===== config.mk =====
export PLATFORM = sky130hd
export DESIGN_NAME = seq_bin2bcd
export DESIGN_NICKNAME = d
export VERILOG_FILES = /design/src/rtl/seq_bin2bcd.sv
export SDC_FILE = /design/constraint.sdc
export NUM_CORES = 1
export LEC_CHECK = 0
export CAP_MARGIN = 20
export CORE_ASPECT_RATIO = 1.1
export CORE_UTILIZATION = 35
export DETAILED_ROUTE_END_ITERATION = 10
export GPL_TIMING_DRIVEN = 0
export SYNTH_ARGS = -nofsm -noshare
export SYNTH_HDL_FRONTEND = slang
export SYNTH_SLANG_ARGS = --single-unit

===== constraint.sdc =====
create_clock -name clk -period 4.9 [get_ports clk]
set_input_delay 0.735 -clock clk [delete_from_list [all_inputs] [get_ports clk]]
set_output_delay 0.735 -clock clk [all_outputs]
set_load 0.01 [all_outputs]

===== src/rtl/seq_bin2bcd.sv =====
// rtl/seq_bin2bcd.sv - iterative signed/unsigned binary-to-BCD converter (double dabble)
module seq_bin2bcd #(
    parameter int WIDTH  = 10,
    parameter int DIGITS = 4
) (
    input  logic                clk,
    input  logic                reset,
    input  logic                start,
    input  logic                signed_mode,
    input  logic [WIDTH-1:0]    bin,
    output logic                busy,
    output logic                done,
    output logic                neg,
    output logic [WIDTH-1:0]    abs_bin,
    output logic [4*DIGITS-1:0] bcd,
    output logic                overflow
);

    // Scratch holds every decimal digit WIDTH bits can produce, so overflow is exact.
    localparam int MIN_DIGITS = (WIDTH * 30103 + 99999) / 100000;
    localparam int SD         = (MIN_DIGITS > DIGITS) ? MIN_DIGITS : DIGITS;
    localparam int SW         = 4 * SD;
    localparam int CW         = $clog2(WIDTH + 1);

    typedef enum logic [1:0] {
        IDLE,
        LOAD,
        SHIFT,
        FINISH
    } state_t;

    state_t           state;
    state_t           state_nx;
    logic [WIDTH-1:0] bin_q;
    logic             sm_q;
    logic             neg_int;
    logic [WIDTH-1:0] mag_int;
    logic [WIDTH-1:0] mag_shift;
    logic [WIDTH-1:0] load_mag;
    logic [SW-1:0]    scratch;
    logic [SW-1:0]    scratch_adj;
    logic [CW-1:0]    cnt;
    logic             ovf_int;

    always_ff @(posedge clk or posedge reset) begin
        if (reset) begin
            state <= IDLE;
        end else begin
            state <= state_nx;
        end
    end

    always_comb begin
        state_nx = state;
        case (state)
            IDLE:    if (start) state_nx = LOAD;
            LOAD:    state_nx = SHIFT;
            SHIFT:   if (cnt == CW'(1)) state_nx = FINISH;
            FINISH:  state_nx = IDLE;
            default: state_nx = IDLE;
        endcase
    end

    assign busy = (state != IDLE);

    // Two's-complement negate wraps, so the most negative operand maps to 2^(WIDTH-1).
    assign load_mag = (sm_q & bin_q[WIDTH-1]) ? (~bin_q + WIDTH'(1)) : bin_q;

    always_comb begin
        scratch_adj = '0;
        for (int i = 0; i < SD; i++) begin
            scratch_adj[4*i +: 4] = scratch[4*i +: 4] + ((scratch[4*i +: 4] >= 4'd5) ? 4'd3 : 4'd0);
        end
    end

    always_comb begin
        ovf_int = 1'b0;
        for (int i = DIGITS; i < SD; i++) begin
            ovf_int = ovf_int | (|scratch[4*i +: 4]);
        end
    end

    always_ff @(posedge clk or posedge reset) begin
        if (reset) begin
            bin_q     <= '0;
            sm_q      <= 1'b0;
            neg_int   <= 1'b0;
            mag_int   <= '0;
            mag_shift <= '0;
            scratch   <= '0;
            cnt       <= '0;
            done      <= 1'b0;
            neg       <= 1'b0;
            abs_bin   <= '0;
            bcd       <= '0;
            overflow  <= 1'b0;
        end else begin
            done <= 1'b0;
            case (state)
                IDLE: begin
                    if (start) begin
                        bin_q <= bin;
                        sm_q  <= signed_mode;
                    end
                end
                LOAD: begin
                    neg_int   <= sm_q & bin_q[WIDTH-1];
                    mag_int   <= load_mag;
                    mag_shift <= load_mag;
                    scratch   <= '0;
                    cnt       <= CW'(WIDTH);
                end
                SHIFT: begin
                    scratch   <= {scratch_adj[SW-2:0], mag_shift[WIDTH-1]};
                    mag_shift <= mag_shift << 1;
                    cnt       <= cnt - CW'(1);
                end
                FINISH: begin
                    neg      <= neg_int;
                    abs_bin  <= mag_int;
                    overflow <= ovf_int;
                    bcd      <= ovf_int ? {DIGITS{4'h9}} : scratch[4*DIGITS-1:0];
                    done     <= 1'b1;
                end
                default: ;
            endcase
        end
    end

endmodule


==> flow_summary.json, run 1 <==
{
  "status": "completed",
  "start_util_pct": 36.0,
  "fin_tns_setup_ps": 0,
  "place_congestion": 0.757,
  "drc": 0,
  "syn2layout_area_growth_pct": 25.1,
  "dr_wl_met2_microns": 3520,
  "die_x_microns": 100,
  "grt_max_degree": 52,
  "syn-instance-count": 317,
  "setup_viol": 0,
  "ctsResizeCount": 0,
  "drive_above_1_share_pct": 18.7,
  "yosysTopAreaCell": "dfrtp_1",
  "rows": 39,
  "critPathArrivalTime_ps": 1660,
  "wirelength_microns": 7350,
  "syn-num-nets": 350,
  "synth_ff_type": "dfrtp_1",
  "slowest_delay_ps": 530,
  "cpMostUsedCell": "inv_1",
  "grt_pass1_vias": 2520,
  "core-area_sq_mm": 0.0103,
  "worst_slew_margin_rel_pct": 59.2,
  "synth.distinct_cells": 37,
  "cp_slowest_cell": "clkdlybuf4s50_1",
  "cts-htree-levels": 3,
  "crit_required_ps": 4160,
  "grt_first_pass_wirelength_microns": 12500,
  "avgViaCountPerCell": 4.78,
  "synth-seq-cells": 82,
  "ioPinCount": 44,
  "cp_max_fo": 4,
  "post_cts_buffers": 0,
  "endpoint_kind": "output port",
  "synth_seq_area_share_pct": 55.1,
  "clockBufferDepth": 2,
  "leakagePower_nw": 2.06,
  "first_pass_iters": 6,
  "syn_area_sq_mm": 0.00372,
  "r2r_setup_slack_ps": 3070,
  "final_cells": 518,
  "dp.cells": 503,
  "dr_wl_met3_microns": 266,
  "skew_ps": 5.50,
  "die_area_sq_mm": 0.0111,
  "ys_async_sr_fraction_pct": 100,
  "max-vdd-ir-drop_mv": 0.319,
  "wl_per_cell_microns": 14.2,
  "hpwl_microns": 5100,
  "cts_tree": "yes",
  "die_h_microns": 110,
  "antenna_found_initial": 0,
  "grt_util_all_layers_pct": 15.0,
  "pwr_density_cell_mw_per_mm2": 629,
  "overflow": 0,
  "synth_top_area_share_pct": 55.1,
  "ant_nets": 0,
  "wirelength_met1_microns": 3340,
  "ctsHoldBuffers": 0,
  "post-route-period-util_pct": 48.9,
  "avgSynthCellArea_sq_um": 11.7,
  "rsz0062_at_grt": "no",
  "tightest_slew_ps": 613,
  "drv_slew": 0,
  "clkLatencyLatePin_ps": 330,
  "antenna_cells": 0,
  "p_total_mw": 2.93,
  "root_buffer": "clkbuf_16",
  "cts_sinks": 82,
  "clk_pin_slew_ps": 60,
  "cts_buffers": 9,
  "fin_util_pct": 45.0,
  "criticalPathCategory": "flop to output port",
  "port_buffers": 42,
  "drtIter0Drc": 175,
  "drv_cap": 0,
  "top_layer": "met4",
  "path_cells": "inv_1, ha_1, inv_1, clkdlybuf4s50_1",
  "start_kind": "flop",
  "synth_edf_count": 0,
  "final_nets": 404,
  "max_freq_mhz": 418,
  "final_hold_viol_count": 0,
  "ys_warn_count": 0,
  "vias": 2476,
  "period_needed_ps": 2390,
  "hold_class": "flop to flop",
  "ys_top_cells_by_area": "dfrtp_1, mux2_2, ha_1, inv_1, a21oi_1"
}
## layout make-up
type	count	area, sq um
fillers	973	5690
flip-flops and latches	82	2050
multi-input cells	191	1490
repair buffers	43	448
clock buffers	13	270
well taps	143	179
inverters	30	115
plain buffers	14	70.1
clock inverters	2	35.0
## registers in the layout, summed over array words and instances (netlist names)
register,count
abs_bin,10
bcd,16
bin_q,10
cnt,4
done,1
mag_int,10
mag_shift,10
neg,1
neg_int,1
scratch,16
sm_q,1
state,2
## per-layer routing
metal / GRT usage (%) / vias up
met5: 0 / -
met4: 8.59 / 0
met3: 3.66 / 22
met2: 23.8 / 57
met1: 18.9 / 1202
li1: - / 1195
## report_power, final
part	switching (mW)	internal, mW	total, mW
clock	0.253	0.433	0.685
sequential	0.169	0.913	1.08
combinational	0.632	0.528	1.16
## per-stage QoR
step | hold slack, ps | cell area [sq um] | worst slack [ps]
3_3_place_gp | 464 | 4320 | 681
2_1_floorplan | 446 | 3720 | 2060
6_report | 487 | 4660 | 2510
4_1_cts | 485 | 4660 | 2480
5_1_grt | 517 | 4660 | 2430
3_5_place_dp | 469 | 4350 | 2860
## critical path, delay by kind of cell, from the launching register on
| family | cells | cell delay [ps] |
|---|---|---|
| buffers and inverters | 3 | 710 |
| DFF | 1 | 390 |
| adders and majority gates | 1 | 230 |
## cell usage after synthesis, types with 2 or more instances
| master | count |
|---|---|
| o2bb2ai_1 | 3 |
| nor3_1 | 2 |
| ha_1 | 15 |
| o22ai_1 | 8 |
| mux2i_1 | 3 |
| o31ai_1 | 3 |
| nor2_1 | 19 |
| xor2_1 | 4 |
| a31oi_1 | 2 |
| xnor2_1 | 10 |
| a21o_1 | 2 |
| inv_1 | 30 |
| buf_4 | 2 |
| and3_1 | 2 |
| o21ai_0 | 14 |
| a21oi_1 | 20 |
| mux2_2 | 39 |
| fa_1 | 4 |
| clkbuf_1 | 4 |
| buf_2 | 8 |
| o21ai_1 | 4 |
| nand3_1 | 3 |
| a22oi_1 | 4 |
| dfrtp_1 | 82 |
| nand2_1 | 18 |
## path summary, 6_finish.rpt
| kind | startpoint | endpoint | depth (start not counted) |
|---|---|---|---|
| min in group asynchronous | reset | bcd[2] | 2 |
| setup reg to reg | state[1] | cnt[1] | 7 |
| hold / removal | mag_shift[0] | mag_shift[0] | 1 |
| hold reg to reg | mag_shift[0] | mag_shift[0] | 1 |
| max in group asynchronous | reset | mag_shift[2] | 3 |
| setup / recovery | state[0] | busy | 4 |
## logic make-up after synthesis
kind of cell             Yosys count  synth area share (%)
AO/OA/AOI/OAI                     65                  10.7
XOR/XNOR                          14                  3.29
adder cells (fa/ha/maj)           19                  7.19
buffers and inverters             44                  4.91
flip-flops                        82                  55.1
multiplexers                      42                  12.6
other                              1                 0.101
AND/OR/NAND/NOR                   50                  6.08
## cell usage in the layout, fill, tap and decap left out, types with 2 or more instances in the layout
cell and instances:
a21oi_1 20, o21ai_1 4, buf_4 2, a31oi_1 2, clkbuf_8 3, and3_1 2
a21o_1 2, buf_2 8, ha_1 15, fa_1 4, o31ai_1 3, mux2_2 39
xor2_1 4, nor2_1 19, nand3_1 3, clkbuf_1 5, o2bb2ai_1 3, clkbuf_16 9
nor3_1 2, dfrtp_1 82, o22ai_1 8, o21ai_0 14, inv_1 29, a22oi_1 4
xnor2_1 10, clkdlybuf4s50_1 42, mux2i_1 3, nand2_1 18
(Power assumes the default switching activity.)
==> run 2, diff against run 1 <==
==> constraint.sdc (replaced) <==
create_clock -name clk -period 2.4 [get_ports clk]
set_input_delay 0.36 -clock clk [delete_from_list [all_inputs] [get_ports clk]]
set_output_delay 0.36 -clock clk [all_outputs]
set_load 0.01 [all_outputs]
==> run 2 against run 1 <==
  * Flip-flop and latch count unchanged
  * First-iteration DRC count decreased by 46%
  * Combinational power increased by 100%
  * Die area unchanged
  * Sequential power increased by 100%
  * Clock-buffer cell count decreased by 3
  * Power increased by 100%
  * Setup slack got worse by 2100 ps
  * Via count about the same
  * Clock power increased by 96%
  * Non-clock buffer count increased by 1
==> flow_summary.json, run 2 (synthesis results as in run 1) <==
{
  "vias": 2475,
  "die_h_microns": 110,
  "wirelength_microns": 7220,
  "ioPinCount": 44,
  "leakagePower_nw": 2.06,
  "rows": 39,
  "period_needed_ps": 2040,
  "worst_slew_margin_rel_pct": 64.5,
  "rsz0062_at_grt": "no",
  "cts_tree": "yes",
  "start_util_pct": 36.0,
  "dr_wl_met2_microns": 3590,
  "final_nets": 405,
  "max_freq_mhz": 490,
  "layout_commonest_cell": "dfrtp_1",
  "final_hold_viol_count": 0,
  "dr_wl_met3_microns": 265,
  "die_area_sq_mm": 0.0111,
  "criticalPathCategory": "flop to output port",
  "grt_max_degree": 36,
  "post-route-period-util_pct": 85.1,
  "place_congestion": 0.725,
  "first_pass_iters": 4,
  "p_total_mw": 5.90,
  "status": "completed",
  "die_x_microns": 100,
  "fin_tns_setup_ps": 0,
  "top_regs": "bcd: 16 flops, scratch: 16 flops",
  "nFillCells": 980,
  "drc": 0,
  "holdWs_ps": 349,
  "r2r_cells": 7,
  "clk_pin_slew_ps": 60,
  "syn2layout_area_growth_pct": 25.0,
  "pwr_density_cell_mw_per_mm2": 1270,
  "drv_cap": 0,
  "crit_required_ps": 2040,
  "layout_common_cells": "dfrtp_1, clkdlybuf4s50_1, mux2_2, inv_1, a21oi_1",
  "top_layer": "met4",
  "clkLatencyLatePin_ps": 340,
  "ant_nets": 0,
  "drv_slew": 0,
  "grt_first_pass_wirelength_microns": 12100,
  "wl_per_cell_microns": 13.9,
  "fin_util_pct": 45.0,
  "cp_max_fo": 4,
  "root_buffer": "clkbuf_16",
  "wirelength_met1_microns": 3290,
  "overflow": 0,
  "avgViaCountPerCell": 4.76,
  "skew_ps": 6.81,
  "core-area_sq_mm": 0.0103,
  "critPathArrivalTime_ps": 1680,
  "ctsHoldBuffers": 0,
  "antenna_cells": 0,
  "max-vdd-ir-drop_mv": 0.575,
  "post_cts_buffers": 0,
  "ctsResizeCount": 0,
  "grt_pass1_vias": 2511,
  "clockBufferDepth": 2,
  "port_buffers": 42,
  "drtIter0Drc": 95,
  "cts_buffers": 9,
  "hold_class": "primary input to asynchronous set/reset pin",
  "start_kind": "flop",
  "antenna_found_initial": 0,
  "cts-htree-levels": 3,
  "drive_above_1_share_pct": 19.1,
  "setup_viol": 0,
  "endpoint_kind": "output port",
  "grt_util_all_layers_pct": 14.6,
  "tightest_slew_ps": 533,
  "hpwl_microns": 5220,
  "cts_sinks": 82
}
==> run 2: cell types whose count changed in the layout (fill, tap and decap cells not counted) <==
| cell | previous run | this run |
|---|---|---|
| inv_4 | 1 | 0 |
| clkbuf_8 | 3 | 0 |
| clkinv_2 | 1 | 4 |
| buf_12 | 0 | 2 |
| clkinvlp_4 | 0 | 2 |
| buf_16 | 1 | 0 |
==> run 2: per-layer routing <==
metal | track usage [%] | up-vias
li1 | - | 1198
met1 | 18.4 | 1228
met2 | 23.9 | 40
met3 | 4.85 | 9
met4 | 4.04 | 0
met5 | 0 | -
==> run 2: critical path: stages (launching register included) <==
cell	delay (ps)
dfrtp_1	410
inv_1	100
ha_1	230
inv_1	80
clkdlybuf4s50_1	530
==> run 2: per-stage QoR <==
stage	instance area [sq um]	setup WS (ps)	std cells
after floorplan	3730	862	317
after global placement	4330	150	502
after detailed placement	4370	597	504
after CTS	4650	348	520
after global routing	4650	258	520
final	4650	359	520
==> run 2: final timing paths <==
path / slack, ps / startpoint / end
max: 360 / state[0] / busy
min: 350 / reset / bin_q[8]
max reg2reg: 580 / state[0] / cnt[1]
min reg2reg: 480 / mag_shift[1] / mag_shift[1]
max in group asynchronous: 1330 / reset / scratch[3]
min in group clk: 480 / mag_shift[1] / mag_shift[1]
==> run 2: cell type report <==
cell class	instances	area (sq um)	share of cell area, %
flip-flops and latches	82	2050	44.1
multi-input cells	191	1490	32.0
repair buffers	44	460	9.90
clock buffers	10	229	4.92
well taps	143	179	3.85
inverters	30	116	2.50
plain buffers	14	70.1	1.51
clock inverters	6	57.6	1.24
==> run 2: power by group <==
part,internal [mW],leakage (nW),switching (mW),total [mW]
registers,1.86,1.03,0.349,2.21
clock network,0.798,0.142,0.539,1.34
logic,1.08,0.880,1.27,2.36
==> run 3, diff against run 2 <==
--- a/config.mk
+++ b/config.mk
@@ -10,6 +10,7 @@
 export CORE_UTILIZATION = 35
 export DETAILED_ROUTE_END_ITERATION = 10
 export GPL_TIMING_DRIVEN = 0
+export REMOVE_ABC_BUFFERS = 1
 export SYNTH_ARGS = -nofsm -noshare
 export SYNTH_HDL_FRONTEND = slang
 export SYNTH_SLANG_ARGS = --single-unit
==> run 3 against run 2 <==
  * Non-clock buffer count down 14
  * Cell area up 0.59%
  * Clock power grew 19%
  * Highest routed layer unchanged
==> flow_summary.json, run 3 (synthesis results as in run 1) <==
{
  "nFillCells": 991,
  "antenna_cells": 0,
  "avgViaCountPerCell": 4.78,
  "path_cells": "inv_1, ha_4, clkinvlp_4, nor2_2, nand2_1, o21ai_0",
  "worst_r2r_endpoint": "cnt[2]",
  "drv_slew": 0,
  "start_kind": "flop",
  "crit_required_ps": 2650,
  "clkLatencyLatePin_ps": 330,
  "layout_commonest_cell": "dfrtp_1",
  "place_congestion": 0.758,
  "top_regs": "bcd: 16 flops, scratch: 16 flops",
  "drive_above_1_share_pct": 18.1,
  "cts-htree-levels": 3,
  "rsz0062_at_grt": "no",
  "r2r_start": "state[0]",
  "layout_common_cells": "dfrtp_1, clkdlybuf4s50_1, mux2_2, inv_1, a21oi_1",
  "multi_input_comb_area_sq_mm": 0.00150,
  "antenna_found_initial": 0,
  "drv_cap": 0,
  "critPathArrivalTime_ps": 2280,
  "start_util_pct": 36.0,
  "final_hold_viol_count": 0,
  "period_needed_ps": 2030,
  "holdWs_ps": 331,
  "dp.cells": 490,
  "grt_first_pass_wirelength_microns": 12100,
  "post_cts_buffers": 0,
  "cp_slowest_cell": "ha_4",
  "status": "completed",
  "cts_buffers": 9,
  "hold_class": "primary input to asynchronous set/reset pin",
  "clockBufferDepth": 2,
  "criticalPathCategory": "flop to flop",
  "die_x_microns": 100,
  "grt_util_all_layers_pct": 14.1,
  "slowest_delay_ps": 480,
  "overflow": 0,
  "wl_per_cell_microns": 13.6,
  "post-route-period-util_pct": 84.4,
  "cp_max_fo": 28,
  "root_buffer": "clkbuf_16",
  "port_buffers": 42,
  "setup_viol": 0,
  "rows": 39,
  "worst_slew_margin_rel_pct": 51.6,
  "fin_util_pct": 45.2,
  "skew_ps": 5.99,
  "ioPinCount": 44,
  "core-area_sq_mm": 0.0103,
  "cts_sinks": 82,
  "ant_nets": 0,
  "cts_tree": "yes",
  "max-vdd-ir-drop_mv": 0.622,
  "syn2layout_area_growth_pct": 25.7,
  "grt_pass1_vias": 2599,
  "max_freq_mhz": 494,
  "clk_pin_slew_ps": 60,
  "drc": 0,
  "final_nets": 392,
  "first_pass_iters": 4,
  "final_cells": 507,
  "tightest_slew_ps": 726,
  "grt_max_degree": 62,
  "regArea_sq_mm": 0.00205,
  "vias": 2425,
  "endpoint_kind": "flop",
  "leakagePower_nw": 2.04,
  "die_h_microns": 110,
  "hpwl_microns": 4750,
  "wirelength_microns": 6900,
  "pwr_density_cell_mw_per_mm2": 1310,
  "r2r_cells": 6,
  "drtIter0Drc": 117,
  "r2r_setup_slack_ps": 370,
  "die_area_sq_mm": 0.0111
}
-- run 3: metrics by stage --
| step | TNS, ps | total power [mW] | cell area [sq um] | worst slack (ps) |
|---|---|---|---|---|
| final | 0 | 6.11 | 4680 | 374 |
| after floorplan | -5610 | 3.68 | 3650 | -68.4 |
| after CTS | 0 | 6.14 | 4660 | 5.96 |
| after global placement | -118180 | 4.41 | 4250 | -1420 |
| after global routing | 0 | 6.59 | 4680 | 154 |
| after detailed placement | -2500 | 4.52 | 4310 | -317 |
-- run 3: layout make-up --
cell class              count  area share, %
repair inverters            1          0.107
multi-input cells         191           32.1
inverters                  30           2.54
clock buffers               9           4.81
flip-flops and latches     82           43.8
repair buffers             44           10.2
well taps                 143           3.82
clock inverters             7           2.65
-- run 3: worst max-delay path: cells and delay by family (launching register included) --
family / cells / cell delay [ps]
AOI/OAI and AO/OA: 1 / 140
adders and majority gates: 1 / 480
buffers and inverters: 2 / 420
DFF: 1 / 410
and+or+nand+nor: 2 / 490
-- run 3: routing by layer --
layer  global-route usage [%]  wire [microns]  share of wire, %  vias to the layer above
li1                         -               -                 -                     1169
met1                     16.8            2990                43                     1201
met2                     25.0            3570                52                       43
met3                     2.65             196               2.8                       12
met4                     6.00             139               2.0                        0
met5                        0               0                 0                        -
-- run 3: how the worst max path moves through the flow --
stage                   from  depth (start not counted)      endpoint
CTS                 state[0]                          6  mag_shift[5]
finish              state[0]                          6        cnt[2]
floorplan              reset                          1    abs_bin[0]
global route        state[0]                          6        cnt[2]
global placement       reset                          2    abs_bin[1]
detailed placement  state[0]                          6  mag_shift[5]
-- run 3: report_power, final --
group / switching, mW / total (mW) / internal (mW)
Clock: 0.572 / 1.60 / 1.03
Combinational: 1.21 / 2.31 / 1.10
Sequential: 0.341 / 2.20 / 1.86
Total: 2.13 / 6.11 / 3.99
-- run 3: repair_timing --
item                                    4_1_cts  5_1_grt
endpoints found under the setup margin        9        9
hold endpoints to repair                      0        0
gates cloned                                  0        1
pin swaps                                     0        0
hold buffers                                  0        0
resized for setup                             1        2
